[src/rtl/alu_cmd_sequencer.sv]
// Command FIFO and issue sequencer driving the 8-bit compare/logic ALU over a valid/ready pair.
// Define ALU_SEQ_FLAGS_EN to add registered zero/negative flags to each response.
module alu_cmd_sequencer #(
  parameter int unsigned DEPTH = 4,
  parameter int unsigned TAG_W = 2
) (
  input  logic             clk,
  input  logic             rst,
  input  logic             cmd_valid_i,
  output logic             cmd_ready_o,
  input  logic [3:0]       cmd_op_i,
  input  logic [7:0]       cmd_a_i,
  input  logic [7:0]       cmd_b_i,
  input  logic [TAG_W-1:0] cmd_tag_i,
  output logic [3:0]       alu_ctrl_o,
  output logic [7:0]       alu_a_o,
  output logic [7:0]       alu_b_o,
  input  logic [7:0]       alu_s_i,
  output logic             rsp_valid_o,
  input  logic             rsp_ready_i,
  output logic [7:0]       rsp_data_o,
  output logic [TAG_W-1:0] rsp_tag_o,
  output logic             rsp_err_o,
`ifdef ALU_SEQ_FLAGS_EN
  output logic             rsp_zero_o,
  output logic             rsp_neg_o,
`endif
  output logic             busy_o
);

  localparam int unsigned PtrW = $clog2(DEPTH);
  localparam int unsigned CntW = $clog2(DEPTH + 1);

  typedef struct packed {
    logic [3:0]       op;
    logic [7:0]       a;
    logic [7:0]       b;
    logic [TAG_W-1:0] tag;
  } cmd_t;

  typedef enum logic [1:0] {StIdle, StExec, StResp} state_e;

  // Command FIFO
  cmd_t            mem_q [DEPTH];
  logic [PtrW-1:0] wr_ptr_q, rd_ptr_q;
  logic [CntW-1:0] count_q;
  logic            full, empty, push, pop;
  cmd_t            head, wr_cmd;

  assign full   = (count_q == CntW'(DEPTH));
  assign empty  = (count_q == '0);
  // Gated by rst so nothing is accepted while the block is held in reset.
  assign cmd_ready_o = ~rst & ~full;
  assign push   = cmd_valid_i & cmd_ready_o;
  assign head   = mem_q[rd_ptr_q];
  assign wr_cmd = '{op: cmd_op_i, a: cmd_a_i, b: cmd_b_i, tag: cmd_tag_i};

  always_ff @(posedge clk) begin
    if (push) begin
      mem_q[wr_ptr_q] <= wr_cmd;
    end
  end

  always_ff @(posedge clk) begin
    if (rst) begin
      wr_ptr_q <= '0;
      rd_ptr_q <= '0;
      count_q  <= '0;
    end else begin
      if (push) wr_ptr_q <= wr_ptr_q + PtrW'(1);
      if (pop)  rd_ptr_q <= rd_ptr_q + PtrW'(1);
      if (push && !pop)      count_q <= count_q + CntW'(1);
      else if (pop && !push) count_q <= count_q - CntW'(1);
    end
  end

  // Issue FSM and registered ALU / response outputs
  state_e           state_q, state_d;
  logic [TAG_W-1:0] tag_q, tag_d;
  logic [3:0]       alu_ctrl_q, alu_ctrl_d;
  logic [7:0]       alu_a_q, alu_a_d, alu_b_q, alu_b_d;
  logic             rsp_valid_q, rsp_valid_d;
  logic [7:0]       rsp_data_q, rsp_data_d;
  logic [TAG_W-1:0] rsp_tag_q, rsp_tag_d;
  logic             rsp_err_q, rsp_err_d;
  logic             zero_q, zero_d, neg_q, neg_d;
  logic             head_legal;

  assign head_legal = (head.op >= 4'd2) && (head.op <= 4'd11);

  always_comb begin
    state_d     = state_q;
    pop         = 1'b0;
    tag_d       = tag_q;
    alu_ctrl_d  = alu_ctrl_q;
    alu_a_d     = alu_a_q;
    alu_b_d     = alu_b_q;
    rsp_valid_d = rsp_valid_q;
    rsp_data_d  = rsp_data_q;
    rsp_tag_d   = rsp_tag_q;
    rsp_err_d   = rsp_err_q;
    zero_d      = zero_q;
    neg_d       = neg_q;
    unique case (state_q)
      StIdle: begin
        if (!empty) begin
          pop = 1'b1;
          if (head_legal) begin
            alu_ctrl_d = head.op;
            alu_a_d    = head.a;
            alu_b_d    = head.b;
            tag_d      = head.tag;
            state_d    = StExec;
          end else begin
            // Illegal opcodes never reach the ALU.
            rsp_valid_d = 1'b1;
            rsp_data_d  = 8'h00;
            rsp_tag_d   = head.tag;
            rsp_err_d   = 1'b1;
            zero_d      = 1'b0;
            neg_d       = 1'b0;
            state_d     = StResp;
          end
        end
      end
      StExec: begin
        alu_ctrl_d  = 4'd0;
        alu_a_d     = 8'h00;
        alu_b_d     = 8'h00;
        rsp_valid_d = 1'b1;
        rsp_data_d  = alu_s_i;
        rsp_tag_d   = tag_q;
        rsp_err_d   = 1'b0;
        zero_d      = (alu_s_i == 8'h00);
        neg_d       = alu_s_i[7];
        state_d     = StResp;
      end
      StResp: begin
        if (rsp_ready_i) begin
          rsp_valid_d = 1'b0;
          state_d     = StIdle;
        end
      end
      default: state_d = StIdle;
    endcase
  end

  always_ff @(posedge clk) begin
    if (rst) begin
      state_q     <= StIdle;
      tag_q       <= '0;
      alu_ctrl_q  <= 4'd0;
      alu_a_q     <= 8'h00;
      alu_b_q     <= 8'h00;
      rsp_valid_q <= 1'b0;
      rsp_data_q  <= 8'h00;
      rsp_tag_q   <= '0;
      rsp_err_q   <= 1'b0;
      zero_q      <= 1'b0;
      neg_q       <= 1'b0;
    end else begin
      state_q     <= state_d;
      tag_q       <= tag_d;
      alu_ctrl_q  <= alu_ctrl_d;
      alu_a_q     <= alu_a_d;
      alu_b_q     <= alu_b_d;
      rsp_valid_q <= rsp_valid_d;
      rsp_data_q  <= rsp_data_d;
      rsp_tag_q   <= rsp_tag_d;
      rsp_err_q   <= rsp_err_d;
      zero_q      <= zero_d;
      neg_q       <= neg_d;
    end
  end

  assign alu_ctrl_o  = alu_ctrl_q;
  assign alu_a_o     = alu_a_q;
  assign alu_b_o     = alu_b_q;
  assign rsp_valid_o = rsp_valid_q;
  assign rsp_data_o  = rsp_data_q;
  assign rsp_tag_o   = rsp_tag_q;
  assign rsp_err_o   = rsp_err_q;
  assign busy_o      = (state_q != StIdle) || !empty;

`ifdef ALU_SEQ_FLAGS_EN
  assign rsp_zero_o = zero_q;
  assign rsp_neg_o  = neg_q;
`else
  logic unused_flags;
  assign unused_flags = zero_q ^ neg_q;
`endif

endmodule

[config.mk]
export PLATFORM = sky130hd
export DESIGN_NAME = alu_cmd_sequencer
export DESIGN_NICKNAME = d
export VERILOG_FILES = /design/src/rtl/alu_cmd_sequencer.sv
export SDC_FILE = /design/constraint.sdc
export NUM_CORES = 1
export LEC_CHECK = 0
export CORE_ASPECT_RATIO = 0.5
export CORE_MARGIN = 1
export CORE_UTILIZATION = 56
export CTS_BUF_LIST = sky130_fd_sc_hd__clkbuf_4 sky130_fd_sc_hd__clkbuf_8
export DETAILED_ROUTE_END_ITERATION = 8
export GPL_TIMING_DRIVEN = 0
export PLACE_DENSITY = 0.81
export RECOVER_POWER = 50
export SLEW_MARGIN = 30
export SYNTH_ARGS = -nofsm -noshare
export SYNTH_HDL_FRONTEND = slang
export SYNTH_SLANG_ARGS = --single-unit
[constraint.sdc]
create_clock -name clk -period 2.9 [get_ports clk]
set_input_delay 0.435 -clock clk [delete_from_list [all_inputs] [get_ports clk]]
set_output_delay 0.435 -clock clk [all_outputs]
set_load 0.02 [all_outputs]
### Word level (Yosys, flattened, before mapping)

Memories as Yosys holds them, arrays and structs flattened. A register that Yosys moved wholly into a read port is not among the register bits.
Index checks and enable logic that the tools add are counted.

* bits in registers: 43
* logic and storage cells: 81
* memories kept: 1
* input bits: 34
* RAM bits: 88
* output and inout bits: 34

* add/sub/neg operators: 4
* order comparisons: 2
* eq/ne operators: 7
* mux-type cells: 32
* reduce and logical (&&, ||, !) cells: 18
* bitwise logic cells: 5

Memory list
* mem_q: depth 4, width 22, read ports 1, clocked after memory_dff 1, wr ports 1, RTL line 44 `cmd_t mem_q [DEPTH];`

Operators by type and width (count)
* $mux W8: 6
* $pmux W8 S2: 3
* $mux W2: 7
* $reduce_and A3 Y1: 3
* $mux W4: 2
* $ne A2 B2 Y1 const B: 4
* $pmux W4 S2: 1
* $mux W1: 7
* $mux W3: 2
* $pmux W2 S3: 1
* $reduce_bool A2 Y1: 3
* $add A2 B1 Y2 const B: 2
* $ge A4 B2 Y1 const B: 1
* $le A4 B4 Y1 const B: 1
* $pmux W2 S2: 1
* $reduce_and A4 Y1: 1
* $add A3 B1 Y3 const B: 1
* $eq A3 B3 Y1 const B: 1
* $logic_and A1 B1 Y1: 3
* $logic_not A1 Y1: 3
* $logic_not A3 Y1: 1
* $not A1 Y1: 3
* $pmux W1 S3: 1
* $reduce_bool A3 Y1: 1
* other kinds (8): 9

### Longest topological paths before layout

Gate-level depths: netlist of the first run.

* depth in word-level cells: 8
* mapped depth: 8
* depth with buffers taken out: 8

### Worst setup path after synthesis of the first run

OpenSTA, ideal clock, no wires.

* path type: input-to-reg
* from: in rst
* to: reg count_q[2]
* stages on the path: 8
* path slack: 0.442 ns
* data arrival time: 2.387 ns
* path buffers: 1
* library setup time: 0.071 ns
* data required time: 2.829 ns
* cells stage by stage: clkbuf_1 -> a211oi_1 -> ha_1 -> inv_1 -> fa_1 -> xor2_1 -> or3_1 -> a21oi_1

* word-level cells in the longest chain between the ends: 6
* elaborated cells between the ends (all ways): 8
* those cells by class: mux: 1; bitwise: 3; reduce/logical: 4

Ends and longest elaborated chain
* from (decl): RTL line 8 `input logic rst,`
* $not A1 Y1 (*): RTL line 53 `assign cmd_ready_o = ~rst & ~full;`
* $and A1 B1 Y1 (*): RTL line 53
* $and A1 B1 Y1 (*): RTL line 54 `assign push = cmd_valid_i & cmd_ready_o;`
* net push: RTL line 47 `logic full, empty, push, pop;`
* $logic_not A1 Y1: RTL line 73 `else if (pop && !push) count_q <= count_q - CntW'(1);`
* $logic_and A1 B1 Y1: RTL line 73
* $reduce_bool A2 Y1 (no source line)
* to (signal assigned): RTL line 72 `if (push && !pop) count_q <= count_q + CntW'(1);`
* to (signal assigned): RTL line 73
* to (decl): RTL line 46 `logic [CntW-1:0] count_q;`

Mark *: on every way through the listed nets, which the timed path passes. The rest lies on a longest branch.
A chain may end at the register's enable or synchronous reset.

==> qor.yml, run 1 <==
synth_fa_ha_area_share_pct: 1.65
rr_worst_depth: 6
fin_util_pct: 74.8
period_needed_ns: 2.45
seqPwrFrac_pct: 42.2
pin_count: 68
setup_viol: 0
synth_top_family_by_area: "multiplexers"
synth-simple-area-share_pct: 5.79
core_area_um2: 8350
ctsHtreeMaxLevel: 4
synth_top_cell_by_area: "edfxtp_1"
grt_max_degree: 23
ys_types: 33
dp_slack_ns: -0.206
drtIter0Drc: 217
dp_cells: 487
cp-end-kind: "flop"
synth_compound_area_share_pct: 4.94
drive_gt1_share_pct: 16.0
synth_largest_type_area_fraction_pct: 52.7
final-hold-violation-count: 0
synth_area_leaders: "edfxtp_1, dfxtp_1, mux4_2, mux2i_1, nand2_1"
worstSetupStartpointType: "flop"
p_sw_mw: 1.90
crit_type: "reg2reg"
area_growth_pct: 24.4
min_path_cells: 2
num_rows: 23
grt_pass1_vias: 2933
routed_wl_um: 9650
hold_class: "reg2reg"
crit_fanout: 10
cts_tree: "done"
num_vias: 2911
yosysWarnings: 0
combPwrFrac_pct: 30.4
clock.fmax_mhz: 409
synth_mux_area_share_pct: 13.9
ys_seq_elements: 133
drc_errors: 0
cts_sinks: 133
rsz0062_at_grt: "false"
synthFlopType: "edfxtp_1"
initial_core_util_pct: 60.1
report.final.slew_viol_count: 0
synth_edf_count: 88
mostFrequentLayoutCell: "edfxtp_1"
postCtsHoldBufs: 0
place_congestion: 0.780
p_sw_share_pct: 32.3
dpl.hpwl_um: 6220
post_cts.repair.setup_buffers: 0
internal_power_mw: 3.97
finClkSkew_ns: 0.0105
die_y_um: 68.9
via_per_inst: 5.61
wl_per_cell_um: 18.6
peakVddDrop_v: 0.000524
fill_cells: 507
drtAntennaViolNets: 0
r2r-end: "rsp_data_o[4]$_SDFFE_PP0P_"
p_per_area_nw_per_um2: 940
stdcell_count: 519
nets: 434
clock_path_buffers: 2
p_leak_nw: 2.28
tightest_slew_ns: 0.744
finalCritPeriodShare_pct: 84.4
die_area_um2: 9360
ys_seq_area_share_pct: 70.7
syn_nets: 349
grt_pass1_wl_um: 15000
grt.overflow.total: 0
syn_area_um2: 5010
drt-pass1-iter-count: 5
min_to: "rsp_tag_o[0]$_SDFFE_PP0P_"
max_slew_margin_pct: 49.1
maxCapViolCount: 0
setup_ws_ns: 0.453
rrSetupSlack_ns: 0.45
clock_latency_ns: 0.43
diodes: 0
clockPowerShare_pct: 27.4
grt_usage_pct: 22.7
netlist_instances: 309
critical_path_required_ns: 3.22
syn_avg_cell_area_um2: 16.2
die_x_um: 136
cts_buffers: 17
root_buffer: "clkbuf_8"
status: "completed"
worstPathArrival_ns: 2.76
path_clk_slew_ns: 0.08
mostFrequentLayoutCells: "edfxtp_1, dlygate4sd3_1, dfxtp_1, nand2_1, mux4_2"
port_buffers: 66
hold_start: "rsp_tag_o[0]$_SDFFE_PP0P_"
async_reset_ff_share_pct: 0
synth_xor_area_share_pct: 0.873
grt_antenna_before_repair: 0
finalSetupTns_ns: 0
-- metrics by stage --
step	hold WS [ns]	power (mW)	cell area, µm²
6_report	0.456	5.87	6240
2_1_floorplan	0.486	3.68	5010
3_5_place_dp	0.452	4.36	5820
3_3_place_gp	0.447	4.29	5820
4_1_cts	0.449	5.96	6230
5_1_grt	0.475	6.14	6240
-- registers in the layout, indices dropped and copies added, names as in the netlist, named ones only --
register,flops
mem_q,88
alu_a_o,8
alu_b_o,8
rsp_data_o,8
alu_ctrl_o,4
count_q,3
rd_ptr_q,2
rsp_tag_o,2
state_q,2
tag_q,2
wr_ptr_q,2
rsp_err_o,1
rsp_valid_o,1
-- layer usage --
metal / vias to the layer above / part of all wire, % / GRT usage, % / routed length, µm
li1: 1344 / - / - / -
met3: 12 / 4.9 / 6.58 / 471
met1: 1457 / 45 / 27.4 / 4320
met4: 0 / 0.89 / 8.43 / 86
met2: 98 / 49 / 39.7 / 4780
met5: - / 0 / 0 / 0
-- logic make-up after synthesis --
kind of cell,Yosys count
XOR/XNOR,5
buffers and inverters,26
AO/OA/AOI/OAI,30
AND/OR/NAND/NOR,67
multiplexers,42
adder cells (fa/ha/maj),6
flip-flops,133
-- power by group through the flow --
stage | Sequential (mW) | Clock, mW | Combinational (mW)
global route | 2.50 | 1.71 | 1.93
floorplan | 2.67 | 0 | 1.01
finish | 2.47 | 1.61 | 1.78
detailed placement | 2.52 | 0 | 1.85
CTS | 2.48 | 1.62 | 1.86
global placement | 2.50 | 0 | 1.79
-- timing repair --
item	in CTS	in global routing
gates resized for setup	0	1
hold endpoints to repair	0	0
setup endpoints to repair	0	1
-- how the worst max path moves through the flow --
stage	start	end	slack (ns)
floorplan	rst	count_q[2]$_SDFFE_PP0P_	0.44
global placement	cmd_valid_i	mem_q[0][8]$_DFFE_PP_	-0.16
detailed placement	cmd_valid_i	count_q[2]$_SDFFE_PP0P_	-0.21
CTS	count_q[0]$_SDFFE_PP0P_	count_q[2]$_SDFFE_PP0P_	0.15
global route	count_q[0]$_SDFFE_PP0P_	count_q[2]$_SDFFE_PP0P_	0.31
finish	flop	rsp_data_o[4]$_SDFFE_PP0P_	0.45
-- worst max-delay path: stages (launching register included) --
cell	delay, ns
dfxtp_1	0.45
mux4_2	0.59
or3_1	0.39
buf_2	0.17
a211o_1	0.32
buf_6	0.16
a32o_1	0.25
-- layout make-up --
class / count / area, µm² / share of cell area (%)
Clock buffer: 17 / 234 / 3.75
Inverter: 9 / 33.8 / 0.542
Multi-Input combinational cell: 150 / 1370 / 22.0
Clock inverter: 15 / 179 / 2.87
Buffer: 17 / 77.6 / 1.24
Tap cell: 112 / 140 / 2.25
Sequential cell: 133 / 3540 / 56.8
Timing Repair Buffer: 66 / 661 / 10.6
-- cell usage after synthesis, types with 4 or more instances --
cell type and count:
mux2i_1 20, a211o_1 5, mux4_2 22, and2_1 4
buf_2 5, a21oi_1 5, ha_1 5, or3_1 4
dfxtp_1 45, edfxtp_1 88, a32o_1 11, nor2_1 11
inv_1 9, clkbuf_1 9, nand2_1 42
(Power assumes the default switching activity.)
==> inputs of run 2 (changes only) <==
--- a/config.mk
+++ b/config.mk
@@ -7,11 +7,11 @@
 export LEC_CHECK = 0
 export CORE_ASPECT_RATIO = 0.5
 export CORE_MARGIN = 1
-export CORE_UTILIZATION = 56
+export CORE_UTILIZATION = 51
 export CTS_BUF_LIST = sky130_fd_sc_hd__clkbuf_4 sky130_fd_sc_hd__clkbuf_8
 export DETAILED_ROUTE_END_ITERATION = 8
 export GPL_TIMING_DRIVEN = 0
-export PLACE_DENSITY = 0.81
+export PLACE_DENSITY = 0.78
 export RECOVER_POWER = 50
 export SLEW_MARGIN = 30
 export SYNTH_ARGS = -nofsm -noshare
==> constraint.sdc (replaced) <==
create_clock -name clk -period 2 [get_ports clk]
set_input_delay 0.3 -clock clk [delete_from_list [all_inputs] [get_ports clk]]
set_output_delay 0.3 -clock clk [all_outputs]
set_load 0.02 [all_outputs]
==> run 2 against run 1 <==
  * The run now ends with negative setup slack left
  * Critical path depth decreased by 1
  * Clock-buffer cell count unchanged
  * Hold slack got worse by 0.040 ns
  * Combinational power rose by 80%
==> qor.yml, run 2 (synthesis gave the netlist of run 1 again) <==
crit_type: "reg2reg"
grt.overflow.total: 0  # unchanged
die_y_um: 72.1  # +4.7%
cp_cell_sequence: "mux4_2 > or3_4 > a211o_4 > buf_6 > a32o_1"
p_leak_nw: 2.33  # +2.0%
period_needed_ns: 2.16  # -0.286 ns
setup_viol: 24  # +24
drt-pass1-iter-count: 5  # unchanged
drtAntennaViolNets: 0  # unchanged
diodes: 0  # unchanged
drc_errors: 0  # unchanged
grt_antenna_before_repair: 0  # unchanged
mostFrequentLayoutCell: "edfxtp_1"
initial_core_util_pct: 52.7  # -7.4 points
worstSetupStartpointType: "flop"
maxCapViolCount: 0  # unchanged
peakVddDrop_v: 0.000574  # +9.5%
cp_num_buf_inv: 1  # -1
max_slew_margin_pct: 57.1  # +8.0 points
slowest_delay_ns: 0.56  # -0.03 ns
cpMaxStageDelayCell: "mux4_2"
ctsHtreeMaxLevel: 4  # unchanged
dpl.hpwl_um: 6230  # +0.13%
fin_util_pct: 68.5  # -6.3 points
clock_path_buffers: 2  # unchanged
status: "complete, but fails checks"
core_area_um2: 9510  # +14%
worstPathArrival_ns: 2.49  # -0.27 ns
cpLargestDelayFamily: "compound AO/OA/AOI/OAI gates"
num_rows: 25  # +8.7%
pin_count: 68  # unchanged
finalSetupTns_ns: -2.28  # -2.28 ns
dp_slack_ns: -0.731  # -0.524 ns
critical_path_required_ns: 2.33  # -0.89 ns
hold_start: "rst"
via_per_inst: 5.43  # -3.2%
grt_pass1_wl_um: 15400  # +2.8%
tightest_slew_ns: 0.644  # -0.100 ns
crit_fanout: 5  # -5
violations: "negative setup slack"
die_x_um: 142  # +4.7%
wl_per_cell_um: 18.2  # -2.1%
grt_max_degree: 23  # unchanged
final-hold-violation-count: 0  # unchanged
setup_ws_ns: -0.161  # -0.614 ns
report.final.slew_viol_count: 0  # unchanged
clock_latency_ns: 0.44  # about the same
power_mw: 9.05  # +54%
cts_tree: "done"
clock.fmax_mhz: 463  # +13%
cts_buffers: 17  # unchanged
regMostFlops: "mem_q"
area_growth_pct: 29.9
grt_pass1_vias: 3091  # +5.4%
place_congestion: 0.786  # +0.81%
cp-end-kind: "flop"
root_buffer: "clkbuf_8"
routed_wl_um: 10200  # +5.8%
rsz0062_at_grt: "true"
port_buffers: 66  # unchanged
path_clk_slew_ns: 0.08  # about the same
drive_gt1_share_pct: 24.2  # +8.2 points
p_per_area_nw_per_um2: 1390  # +48%
hold_class: "in2reg"
die_area_um2: 10300  # +9.6%
finClkSkew_ns: 0.0135  # +0.00302 ns
postCtsHoldBufs: 0  # unchanged
drtIter0Drc: 164  # -24%
grt_usage_pct: 21.0  # -1.6 points
num_vias: 3047  # +4.7%
mostFrequentLayoutCells: "edfxtp_1, clkdlybuf4s50_1, nand2_1, dfxtp_1, mux4_2"
nets: 453  # +4.4%
finalCritPeriodShare_pct: 108  # +24 points
largest_register_ff_count: 88  # unchanged
cts_sinks: 133  # unchanged
hold_ws_ns: 0.416  # -0.0404 ns
[run 2: cell count changes in the layout (fill, tap and decap cells not counted), sizes merged]
cell	delta
buf	+18
dlygate4sd3	-35
clkbuf	+2
clkdlybuf4s50	+33
clkinv	+5
dlygate4sd2	+1
clkinvlp	-4
bufinv	-1
[run 2: layout make-up]
| type | instances | area [µm²] |
|---|---|---|
| fill | 621 | 3000 |
| buffer | 16 | 103 |
| inverter | 9 | 33.8 |
| sequential | 133 | 3560 |
| multi-input combinational | 150 | 1440 |
| timing repair buffer | 86 | 820 |
| clock buffer | 17 | 234 |
| clock inverter | 15 | 155 |
| tap | 135 | 169 |
[run 2: per-stage QoR]
step	instances	instance area [µm²]
2_1_floorplan	309	5030
4_1_cts	549	6350
3_5_place_dp	510	5860
3_3_place_gp	510	5860
6_report	561	6510
5_1_grt	561	6510
[run 2: report_power, final]
group          switching (mW)  internal [mW]
registers               0.272           3.35
clock network            1.10           1.11
logic                    1.58           1.64
[run 2: final timing paths]
| check | to | slack, ns | cells after the start |
|---|---|---|---|
| max | rsp_data_o[2]$_SDFFE_PP0P_ | -0.16 | 5 |
| min | wr_ptr_q[1]$_SDFFE_PP0P_ | 0.42 | 2 |
| max reg2reg | rsp_data_o[2]$_SDFFE_PP0P_ | -0.16 | 5 |
| min reg2reg | alu_a_o[6]$_SDFFE_PP0P_ | 0.47 | 2 |
[run 2: repair_timing]
action | in CTS | in global routing
pin swaps | 5 | 7
buffers inserted | 6 | 12
gates cloned | 1 | 1
gates resized for setup | 19 | 25
endpoints found under the setup margin | 126 | 124
[run 2: metal layers]
| metal | up-vias | part of all wire, % | global-route usage [%] | routed length (µm) |
|---|---|---|---|---|
| met5 | - | 0 | 0 | 0 |
| met4 | 0 | 0.87 | 7.53 | 89 |
| met3 | 8 | 5.8 | 6.47 | 597 |
| met2 | 119 | 52 | 37.3 | 5340 |
| met1 | 1533 | 41 | 24.6 | 4190 |
| li1 | 1387 | - | - | - |
==> inputs of run 3 (changes only) <==
--- a/config.mk
+++ b/config.mk
@@ -5,7 +5,7 @@
 export SDC_FILE = /design/constraint.sdc
 export NUM_CORES = 1
 export LEC_CHECK = 0
-export CORE_ASPECT_RATIO = 0.5
+export CORE_ASPECT_RATIO = 1.25
 export CORE_MARGIN = 1
 export CORE_UTILIZATION = 51
 export CTS_BUF_LIST = sky130_fd_sc_hd__clkbuf_4 sky130_fd_sc_hd__clkbuf_8
==> run 3 against run 2 <==
  * The flow still finishes with violations (negative setup slack)
  * Combinational power rose by 7.8%
  * Die area fell by 0.22%
  * Wire length rose by 2.6%
  * Critical path type unchanged
==> qor.yml, run 3 (synthesis gave the netlist of run 1 again) <==
p_leak_nw: 2.38  # +2.3%
cpLargestDelayFamily: "compound AO/OA/AOI/OAI gates"
rsz0062_at_grt: "true"
root_buffer: "clkbuf_8"
combPwrFrac_pct: 36.6  # +1.1 points
tightest_slew_ns: 0.618  # -0.0256 ns
hold_start: "rst"
dpl.hpwl_um: 5850  # -6.1%
grt_pass1_vias: 3101  # +0.32%
report.final.slew_viol_count: 0  # unchanged
postCtsHoldBufs: 0  # unchanged
p_sw_mw: 2.93  # -0.46%
clock_latency_ns: 0.44  # about the same
wl_met2_um: 5800  # +8.7%
grt_pass1_wl_um: 15700  # +1.8%
grt_usage_pct: 21.0  # -0.056 points
drtAntennaViolNets: 0  # unchanged
ctsHtreeMaxLevel: 4  # unchanged
core_area_um2: 9560  # +0.53%
cpMaxStageDelayCell: "mux4_2"
grt_antenna_before_repair: 0  # unchanged
cp_num_buf_inv: 1  # unchanged
cp-end-kind: "flop"
finClkSkew_ns: 0.0116  # -0.00188 ns
cts_tree: "done"
drt-pass1-iter-count: 4  # -1
rrSetupSlack_ns: -0.16  # about the same
dr_wl_met3_um: 377  # -37%
num_vias: 3003  # -1.4%
grt_max_degree: 23  # unchanged
area_growth_pct: 31.8
violations: "negative setup slack"
status: "complete, but fails checks"
dp_cells: 501  # -1.8%
pin_count: 68  # unchanged
period_needed_ns: 2.16  # -0.00112 ns
die_area_um2: 10200  # -0.22%
setup_viol: 35  # +46%
cts_buffers: 17  # unchanged
r2r-end: "rsp_valid_o$_SDFFE_PP0P_"
max_slew_margin_pct: 58.8  # +1.7 points
setup_ws_ns: -0.160  # +0.00112 ns
initial_core_util_pct: 52.5  # -0.28 points
fin_util_pct: 69.1  # +0.62 points
regMostFlops: "mem_q"
port_buffers: 66  # unchanged
diodes: 0  # unchanged
m1WireLength_um: 4060  # -3.1%
num_rows: 40  # +60%
cts_sinks: 133  # unchanged
wl_per_cell_um: 19.0  # +4.5%
clock.fmax_mhz: 463  # about the same
cp_cell_sequence: "mux4_2 > or3_4 > a211o_4 > buf_6 > a221oi_2"
highest_layer: "met4"
worstPathArrival_ns: 2.52  # +0.03 ns
drc_errors: 0  # unchanged
rr_worst_depth: 5  # unchanged
slowest_delay_ns: 0.54  # -0.02 ns
place_congestion: 0.753  # -4.2%
peakVddDrop_v: 0.000672  # +17%
internal_power_mw: 6.53  # +7.1%
finalSetupTns_ns: -2.95  # -0.666 ns
finalCritPeriodShare_pct: 108  # about the same
power_mw: 9.46  # +4.6%
final-hold-violation-count: 0  # unchanged
worstSetupStartpointType: "flop"
dp_slack_ns: -0.720  # +0.0105 ns
die_x_um: 90.7  # -36%
finish.instance_area_um2: 6610  # +1.4%
min_to: "wr_ptr_q[1]$_SDFFE_PP0P_"
hold_ws_ns: 0.446  # +0.0308 ns
path_clk_slew_ns: 0.08  # about the same
fill_cells: 625  # +0.64%
mostFrequentLayoutCells: "edfxtp_1, dfxtp_1, clkdlybuf4s50_1, nand2_1"
nets: 452  # -0.22%
stdcell_count: 551  # -1.8%
via_per_inst: 5.45  # +0.34%
drtIter0Drc: 146  # -11%
p_per_area_nw_per_um2: 1430  # +3.1%
p_sw_share_pct: 31.0  # -1.6 points
clockPowerShare_pct: 24.9  # +0.5 points
post_dp_cell_area_um2: 5850  # -0.19%
grt.overflow.total: 0  # unchanged
crit_fanout: 4  # -1
largest_register_ff_count: 88  # unchanged
clock_path_buffers: 2  # unchanged
routed_wl_um: 10500  # +2.6%
crit_type: "reg2reg"
die_y_um: 113  # +56%
seqPwrFrac_pct: 38.5  # -1.5 points
critical_path_required_ns: 2.36  # +0.03 ns
maxCapViolCount: 0  # unchanged
mostFrequentLayoutCell: "edfxtp_1"
drive_gt1_share_pct: 23.3  # -0.88 points
min_path_cells: 2  # unchanged
hold_class: "in2reg"
-- run 3: changes by cell type in the layout (fill, tap and decap cells not counted), moves of 3 or more --
cell	previous run	this run
clkinv_4	4	0
clkdlybuf4s50_1	45	42
and2_2	4	0
clkbuf_4	1	4
inv_6	3	0
dlygate4sd3_1	19	22
and2_4	0	4
buf_4	16	10
-- run 3: power by group through the flow --
stage / registers, mW / clock network [mW] / logic [mW]
after floorplan: 3.87 / 0 / 1.48
after CTS: 3.60 / 2.38 / 2.91
after detailed placement: 3.64 / 0 / 2.69
final: 3.64 / 2.36 / 3.46
after global placement: 3.63 / 0 / 2.62
after global routing: 3.69 / 2.51 / 3.67
-- run 3: layout make-up --
class / instances / area, µm² / share of cell area (%)
Inverter: 9 / 33.8 / 0.511
Multi-Input combinational cell: 150 / 1470 / 22.3
Buffer: 16 / 106 / 1.61
Tap cell: 126 / 158 / 2.39
Clock buffer: 20 / 256 / 3.88
Clock inverter: 12 / 160 / 2.42
Sequential cell: 133 / 3550 / 53.8
Timing Repair Buffer: 85 / 867 / 13.1
-- run 3: metal layers --
layer / GRT usage (%) / up-vias
li1: - / 1383
met1: 23.0 / 1521
met2: 37.3 / 80
met3: 6.18 / 19
met4: 9.68 / 0
met5: 0 / -
-- run 3: worst register-to-register path, stage by stage, from the launching register on --
cell and delay (ns):
dfxtp_4 0.38, mux4_2 0.54, or3_4 0.41, a211o_4 0.38, buf_6 0.14, a221oi_2 0.24
-- run 3: worst max-delay path by stage --
stage	start	endpoint	slack, ns	cells past startpoint
after floorplan	flop	rsp_data_o[2]$_SDFFE_PP0P_	-0.17	6
after global placement	cmd_valid_i	mem_q[0][16]$_DFFE_PP_	-0.75	4
after detailed placement	cmd_valid_i	count_q[2]$_SDFFE_PP0P_	-0.72	9
after CTS	flop	rsp_data_o[5]$_SDFFE_PP0P_	-0.23	6
after global routing	count_q[2]$_SDFFE_PP0P_	count_q[2]$_SDFFE_PP0P_	-0.26	8
final	flop	rsp_valid_o$_SDFFE_PP0P_	-0.16	5
-- run 3: what timing repair did --
item | in CTS | in global routing
gates cloned | 1 | 2
setup endpoints to repair | 127 | 39
setup buffers | 7 | 10
pin swaps | 3 | 12
gates resized for setup | 20 | 32
